$ cat src/rtl/uart_tx_arbiter.sv
// Round-robin, message-granular arbiter sharing one TX_SEND byte serializer
// among NREQ requesters, with a stall timeout that reclaims an abandoned path.

module uart_tx_arbiter_lane #(
  parameter int DW = 8
) (
  input  logic          sel,
  input  logic          wen,
  input  logic [DW-1:0] data,
  output logic          ready,
  output logic [DW-1:0] dout
);
  assign ready = sel & wen;
  assign dout  = sel ? data : '0;
endmodule

module uart_tx_arbiter #(
  parameter  int NREQ    = 4,
  parameter  int DW      = 8,
  parameter  int TIMEOUT = 1024,
  localparam int IW      = (NREQ > 1) ? $clog2(NREQ) : 1
) (
  input  logic               CLK,
  input  logic               RST_X,
  input  logic [NREQ-1:0]    req_valid,
  input  logic [NREQ*DW-1:0] req_data,
  input  logic [NREQ-1:0]    req_last,
  output logic [NREQ-1:0]    req_ready,
  output logic               tx_wen,
  output logic [DW-1:0]      tx_din,
  input  logic               tx_rdy,
  output logic [NREQ-1:0]    grant,
  output logic               busy,
  output logic               timeout_err,
  output logic [IW-1:0]      timeout_id
);

  localparam bit          TO_EN = (TIMEOUT != 0);
  localparam logic [15:0] TO_M1 = 16'((TIMEOUT > 0) ? TIMEOUT - 1 : 0);

  typedef enum logic {IDLE = 1'b0, LOCK = 1'b1} state_t;

  state_t                     state, state_nxt;
  logic [IW-1:0]              own, last_owner, win;
  logic                       guard, any_req, found, done, stall, to_hit;
  logic [15:0]                cnt;
  logic [NREQ-1:0][DW-1:0]    lane_dout;

  // Search above last_owner first, then wrap from 0.
  always_comb begin
    any_req = |req_valid;
    found   = 1'b0;
    win     = '0;
    for (int i = 0; i < NREQ; i++)
      if (!found && req_valid[i] && (IW'(i) > last_owner)) begin
        found = 1'b1;
        win   = IW'(i);
      end
    for (int i = 0; i < NREQ; i++)
      if (!found && req_valid[i]) begin
        found = 1'b1;
        win   = IW'(i);
      end
  end

  assign done   = tx_wen & req_last[own];
  assign stall  = (state == LOCK) & ~req_valid[own];
  assign to_hit = TO_EN && stall && (cnt == TO_M1);

  always_ff @(posedge CLK or negedge RST_X)
    if (!RST_X) state <= IDLE;
    else        state <= state_nxt;

  always_comb begin
    state_nxt = state;
    case (state)
      IDLE:    if (any_req) state_nxt = LOCK;
      LOCK:    if (done || to_hit) state_nxt = IDLE;
      default: state_nxt = IDLE;
    endcase
  end

  // guard masks the cycle after a write, when TX_SEND may not yet have dropped rdy.
  always_comb begin
    busy   = (state == LOCK);
    tx_wen = (state == LOCK) & req_valid[own] & tx_rdy & ~guard;
  end

  always_ff @(posedge CLK or negedge RST_X) begin
    if (!RST_X) begin
      grant       <= '0;
      own         <= '0;
      last_owner  <= IW'(NREQ - 1);
      guard       <= 1'b0;
      cnt         <= '0;
      timeout_err <= 1'b0;
      timeout_id  <= '0;
    end else begin
      timeout_err <= 1'b0;
      guard       <= tx_wen;
      case (state)
        IDLE: if (any_req) begin
          grant <= NREQ'(1) << win;
          own   <= win;
          cnt   <= '0;
        end
        LOCK: if (tx_wen) begin
          cnt <= '0;
          if (req_last[own]) begin
            grant      <= '0;
            last_owner <= own;
          end
        end else if (to_hit) begin
          grant       <= '0;
          last_owner  <= own;
          timeout_err <= 1'b1;
          timeout_id  <= own;
        end else if (stall) begin
          cnt <= cnt + 16'd1;
        end
        default: ;
      endcase
    end
  end

  // grant is one-hot only in LOCK, so the lane OR yields 0 when idle.
  for (genvar i = 0; i < NREQ; i++) begin : g_lane
    uart_tx_arbiter_lane #(.DW(DW)) u_lane (
      .sel   (grant[i]),
      .wen   (tx_wen),
      .data  (req_data[i*DW +: DW]),
      .ready (req_ready[i]),
      .dout  (lane_dout[i])
    );
  end

  always_comb begin
    tx_din = '0;
    for (int i = 0; i < NREQ; i++) tx_din = tx_din | lane_dout[i];
  end

endmodule

$ cat config.mk
export PLATFORM = sky130hd
export DESIGN_NAME = uart_tx_arbiter
export DESIGN_NICKNAME = d
export VERILOG_FILES = /design/src/rtl/uart_tx_arbiter.sv
export SDC_FILE = /design/constraint.sdc
export NUM_CORES = 1
export LEC_CHECK = 0
export ABC_AREA = 1
export CAP_MARGIN = 30
export CORE_MARGIN = 1.5
export CORE_UTILIZATION = 40
export CTS_CLUSTER_SIZE = 30
export DETAILED_ROUTE_END_ITERATION = 6
export PLACE_DENSITY = 0.8
export SETUP_SLACK_MARGIN = 0.3
export SLEW_MARGIN = 25
export SYNTH_ARGS = -nofsm -noshare
export SYNTH_HDL_FRONTEND = slang
export SYNTH_SLANG_ARGS = --single-unit
$ cat constraint.sdc
create_clock -name CLK -period 1.8 [get_ports CLK]
set_input_delay 0.45 -clock CLK [delete_from_list [all_inputs] [get_ports CLK]]
set_output_delay 0.45 -clock CLK [all_outputs]
set_load 0.01 [all_outputs]
Yosys cells after proc, flatten, opt, wreduce, memory -nomap -nowiden:

Index checks and enable logic that the tools add are counted.

* output and inout bits: 21
* logic and storage cells: 106
* register bits: 29
* input bits: 43

* shift operators: 1
* reductions and logical operators: 27
* $add $sub $neg: 1
* multiplexer cells: 41
* $lt $le $gt $ge: 5
* equal/unequal tests: 7
* bitwise operators: 16

Operator list (number)
* 16-bit two-way mux: 4
* 8-bit two-way mux: 4
* 16-bit case mux with 2 select lines: 1
* 8-bit bitwise OR: 3
* 2-bit two-way mux: 9
* 16-bit by 1-bit adder with 16-bit output, second input constant: 1
* 16-bit by 10-bit == test with 1-bit output, second input constant: 1
* 4-bit two-way mux: 4
* 1-bit two-way mux: 15
* 1-bit logical AND: 12
* 3-bit AND reduction: 4
* 1-bit AND: 9
* 3-bit by 2-bit != test with 1-bit output, second input constant: 3
* 4-bit case mux with 2 select lines: 1
* 1-bit zero test: 7
* 1-bit binary-select mux with 2-bit select: 2
* 1-bit by 2-bit greater-than comparator with 1-bit output, first input constant: 2
* 2-bit greater-than comparator, first input constant: 2
* 1-bit NOT: 4
* 4-bit OR reduction: 1
* 1-bit by 2-bit left shift with 4-bit output, first input constant: 1
* 2-bit by 3-bit < comparator with 1-bit output, second input constant: 1
* 3-bit != test, second input constant: 1
* 2-bit by 1-bit != test with 1-bit output, second input constant: 1
* 5 further kinds: 5

Logic depth before layout (Yosys ltp):

* word-level depth: 30
* mapped depth: 11
* mapped depth without buffers: 10

Hierarchy:

Synthesis repeated with hierarchy kept, for this count alone.

* cell total of the unflattened synthesis: 362
* area total of the unflattened synthesis: 2242.2 um^2

By module, submodules not included
* uart_tx_arbiter: cells an instance 286, seq. area each 728.2 um^2, instances 1, area an instance 1926.8 um^2
* uart_tx_arbiter_lane: cells an instance 19, seq. area each 0.0 um^2, instances 4, area an instance 78.8 um^2

Worst setup path after synthesis:

OpenSTA, ideal clock, no wires.

* kind: register to output
* start: reg own[0]
* end: out req_ready[0]
* buffers on the path: 3
* path slack: 55 ps
* stages on the path, launching flop included: 11
* data required time: 1350 ps
* data arrival time: 1295 ps
* path through: dfrtp_1 -> buf_4 -> inv_2 -> nand2_1 -> nand2_1 -> nand2_1 -> nand2_1 -> nand2_2 -> buf_4 -> nor2_1 -> buf_4

* word-level cells in the longest chain between the ends: 6

Ends and longest elaborated chain
* from (decl): RTL line 44 `logic [IW-1:0] own, last_owner, win;`
* from (signal assigned): RTL line 104 `own <= win;`
* 1-bit binary-select mux with 2-bit select: RTL line 86 `tx_wen = (state == LOCK) & req_valid[own] & tx_rdy & ~guard;`
* 1-bit two-way mux (not written as such): RTL line 86
* 1-bit AND (3 in a row): RTL line 86
* 1-bit AND: RTL line 13 `assign ready = sel & wen;`
* to (decl): RTL line 28 `output logic [NREQ-1:0] req_ready,`

Every way passes these cells. The select of a mux whose other input is x is not followed.

Final worst setup path:

* start: reg own[0]
* end: reg last_owner[0]

* word-level cells in the longest chain between the ends: 7
* elaborated cells between the ends (all ways): 16
* classes of those cells: eq/ne: 1; mux: 7; bitwise: 5; reduce/logical: 3

Ends and longest elaborated chain
* 1-bit binary-select mux with 2-bit select: RTL line 67, 86
* 1-bit two-way mux (not written as such): RTL line 67, 86
* 1-bit AND or 1-bit NOT (tied branches): RTL line 86, 67
* 1-bit AND (on tied branches): RTL line 86, 67
* 1-bit AND or 1-bit logical AND (tied branches): RTL line 86, 68
* 2-bit by 1-bit != test with 1-bit output (no line) or 2-bit nonzero test (tied branches)
* 3-bit AND reduction (no line)
* to (signal assigned): RTL line 93 `last_owner <= IW'(NREQ - 1);`
* to (signal assigned): RTL line 111 `last_owner <= own;`
* to (signal assigned): RTL line 115 `last_owner <= own;`
* to (decl): RTL line 44

Parallel ways exist; a longest one is shown, timed or not. The select of a mux whose other input is x is not followed.
A chain may end at the register's enable or synchronous reset.

==> results.tsv <==
metric	value	unit
gr-usage-met3	0.05422	
nNetsFinal	493	
finalSetupViolCount	20	
finalCriticalPeriod	1.974	ns
dieArea	5768	um^2
max-slew-margin-rel	0.7300	
synth.most_common_cell	nand2_1	
min_path_cells	2	
pwr-share-clk	0.120	
worstSkewPairLatency	0.29	ns
wire_per_inst	16.23	um
syn-num-nets	374	
hpwl	4.491	mm
r2r-end	last_owner[0]$_DFFE_PN1P_	
drv_cap	0	
synth_area	2128	um^2
ant_nets	0	
path_class	register to register	
clock_sinks	29	
worstMarginPinSlew	0.4050	ns
hold_class	register to register	
busiest_layer	met2	
crit_fanout	5	
seq_area_frac_synth	0.3422	
grtUsageMet1	0.3098	
critPathBufInv	12	
cts_buffer_depth	2	
synth-async-reset-ratio	1.000	
ir_drop	956.6	uV
worst_slack	-0.1739	ns
swShare	0.4352	
ys_ff_latch	29	
antenna_cells	0	
rrSetupSlack	-0.17	ns
worstHoldStart	timeout_id[1]$_DFFE_PN0P_	
critical_path.startpoint	own[0]$_DFFE_PN0P_	
die_w	75.95	um
via_count	2888	
clockRootBuffer	clkbuf_8	
combPwrFrac	0.681	
hold_violations	0	
p_sw	2.220	mW
fin_area	3689	um^2
grt_overflow_total	0	
finClkSkew	0.006055	ns
antenna_found_initial	0	
finalMaxSlewViolations	0	
fill_cells	370	
start_kind	register	
reg2reg_from	own[0]$_DFFE_PN0P_	
vias_per_cell	5.554	
p_per_area	1383	nW/um^2
outcome	complete, but fails checks	
syn_to_final_growth	73.31	%
violations	negative setup slack	
holdBufCountCts	0	
crit_path_max_incr_delay	0.45	ns
dpl-instance-area	2984	um^2
reg2reg_depth	13	
track_usage	0.2594	
synth_common_cells	nand2_1, nor2_1, nand4_1	
ios	64	
core-area	5107	um^2
netlist.area_leader.share	0.3175	
cts_tree	done	
path_clk_slew	0.07	ns
cp_data_required_time	2.02	ns
drt-pass1-iter-count	5	
drc	0	
die_h	75.95	um
fin_crit_sh	1.097	
drive_gt1_frac	0.4111	
syn_inst	330	
cts_made_buffers	5	
grt_max_degree	30	
synth.largest_area_cell	dfrtp_1	
place_ws	-0.6576	ns
path_common_cell	buf_4	
critPathArrivalTime	2.20	ns
synthFlopType	dfrtp_1	
min_to	timeout_id[1]$_DFFE_PN0P_	
ys_types	24	
drt-initial-drc-count	274	
met2_usage	0.4640	
rsz0062_at_grt	true	
crit_slowest_cell	dfrtp_2	
avgSynthCellArea	6.449	um^2
internal_power	2.881	mW
p_leak	1.831	nW
crit_family	buffers and inverters	
gp_congestion	0.8267	
io_buffers	63	
cp-end-kind	register	
wl	8.441	mm
ys_top_cells_by_area	dfrtp_1, nand2_1, nand4_1	
power_frac_seq	0.199	
yosysWarnings	0	
htreeDepth	2	
rows	26	
cp_cell_sequence	inv_4 -> buf_4 -> buf_6 -> buf_6 -> buf_6 -> buf_4 -> buf_4 -> buf_4 -> buf_6 -> buf_6 -> buf_4 -> buf_4 -> a21oi_2	
start_util	0.4167	
grt_pass1_vias	2535	
grt_pass1_wl	12.10	mm
clock.fmax	506.6	MHz
synth_edf_count	0	
## what timing repair did
| action | 4_1_cts | 5_1_grt |
|---|---|---|
| pin swaps | 21 | 30 |
| setup endpoints to repair | 48 | 42 |
| setup buffers | 31 | 6 |
| gates resized for setup | 155 | 79 |
| cloned | 1 | 1 |
## worst reg2reg max path: stages, from the launching register on
cell and delay (ns):
dfrtp_2 0.45, inv_4 0.07, buf_4 0.13, buf_6 0.10, buf_6 0.10, buf_6 0.11
buf_4 0.12, buf_4 0.12, buf_4 0.12, buf_6 0.11, buf_6 0.10, buf_4 0.12
buf_4 0.12, a21oi_2 0.11
## cell type report
| type | instances | area, um^2 | area share |
|---|---|---|---|
| well taps | 70 | 87.58 | 0.02374 |
| clock buffers | 7 | 96.34 | 0.02612 |
| flip-flops and latches | 29 | 737.0 | 0.1998 |
| inverters | 33 | 127.6 | 0.03460 |
| multi-input cells | 250 | 1450 | 0.3931 |
| repair buffers | 130 | 1185 | 0.3212 |
| clock inverters | 1 | 5.005 | 0.001357 |
## per-layer routing
metal / part of all wire / vias up
li1: - / 1313
met1: 0.37 / 1341
met2: 0.49 / 178
met3: 0.083 / 56
met4: 0.052 / 0
met5: 0 / -
## through the flow
step | TNS, ns | util | total power, mW | instances | hold WS (ns)
floorplan | 0 | - | 2.222 | 330 | 0.1544
global placement | -8.462 | 0.5843 | 3.111 | 473 | 0.4817
detailed placement | -10.68 | 0.5843 | 3.162 | 473 | 0.4967
CTS | -0.4971 | 0.6639 | 4.379 | 513 | 0.5077
global route | -2.500 | 0.7222 | 5.370 | 520 | 0.5555
finish | -1.107 | 0.7222 | 5.102 | 520 | 0.5112
## cells by family (layout without fill, tap and decap cells)
logic type	after synthesis	count (layout)	synth area share
XOR/XNOR	3	3	0.01235
AND/OR/NAND/NOR	215	215	0.4439
buffers and inverters	51	171	0.1182
adder cells (fa/ha/maj)	1	1	0.005878
flip-flops	29	29	0.3422
AO/OA/AOI/OAI	31	31	0.07760
## layout by cell type, fill, tap and decap left out, types with 8 or more instances in the layout
cell	n
nor2_1	30
buf_2	13
nand2_1	67
buf_4	39
o21ai_1	13
inv_1	29
dlygate4sd2_1	41
nand2_2	42
nand2_4	8
nand4_1	31
buf_6	24
o21ai_2	9
nand3_1	18
dfrtp_1	20
## flip-flops by register name, summed over array words and instances, names as in the netlist
register	count
last_owner	2
timeout_id	2
guard	1
own	2
busy	1
timeout_err	1
cnt	16
grant	4
## power by group through the flow
stage / combinational, mW / sequential (mW) / clock (mW)
final: 3.47 / 1.01 / 0.614
after global routing: 3.69 / 1.03 / 0.650
after CTS: 2.78 / 0.984 / 0.613
after detailed placement: 2.08 / 1.08 / 0
after global placement: 2.03 / 1.08 / 0
after floorplan: 1.28 / 0.938 / 0
## worst max-delay path by stage
stage / to / slack (ns) / cells past startpoint
6_report: last_owner[0]$_DFFE_PN1P_ / -0.17 / 13
5_1_grt: req_ready[0] / -0.27 / 8
4_1_cts: req_ready[0] / -0.11 / 8
3_5_place_dp: req_ready[0] / -0.66 / 8
3_3_place_gp: req_ready[2] / -0.59 / 8
2_1_floorplan: req_ready[0] / 0.14 / 10
(Power assumes the default switching activity.)
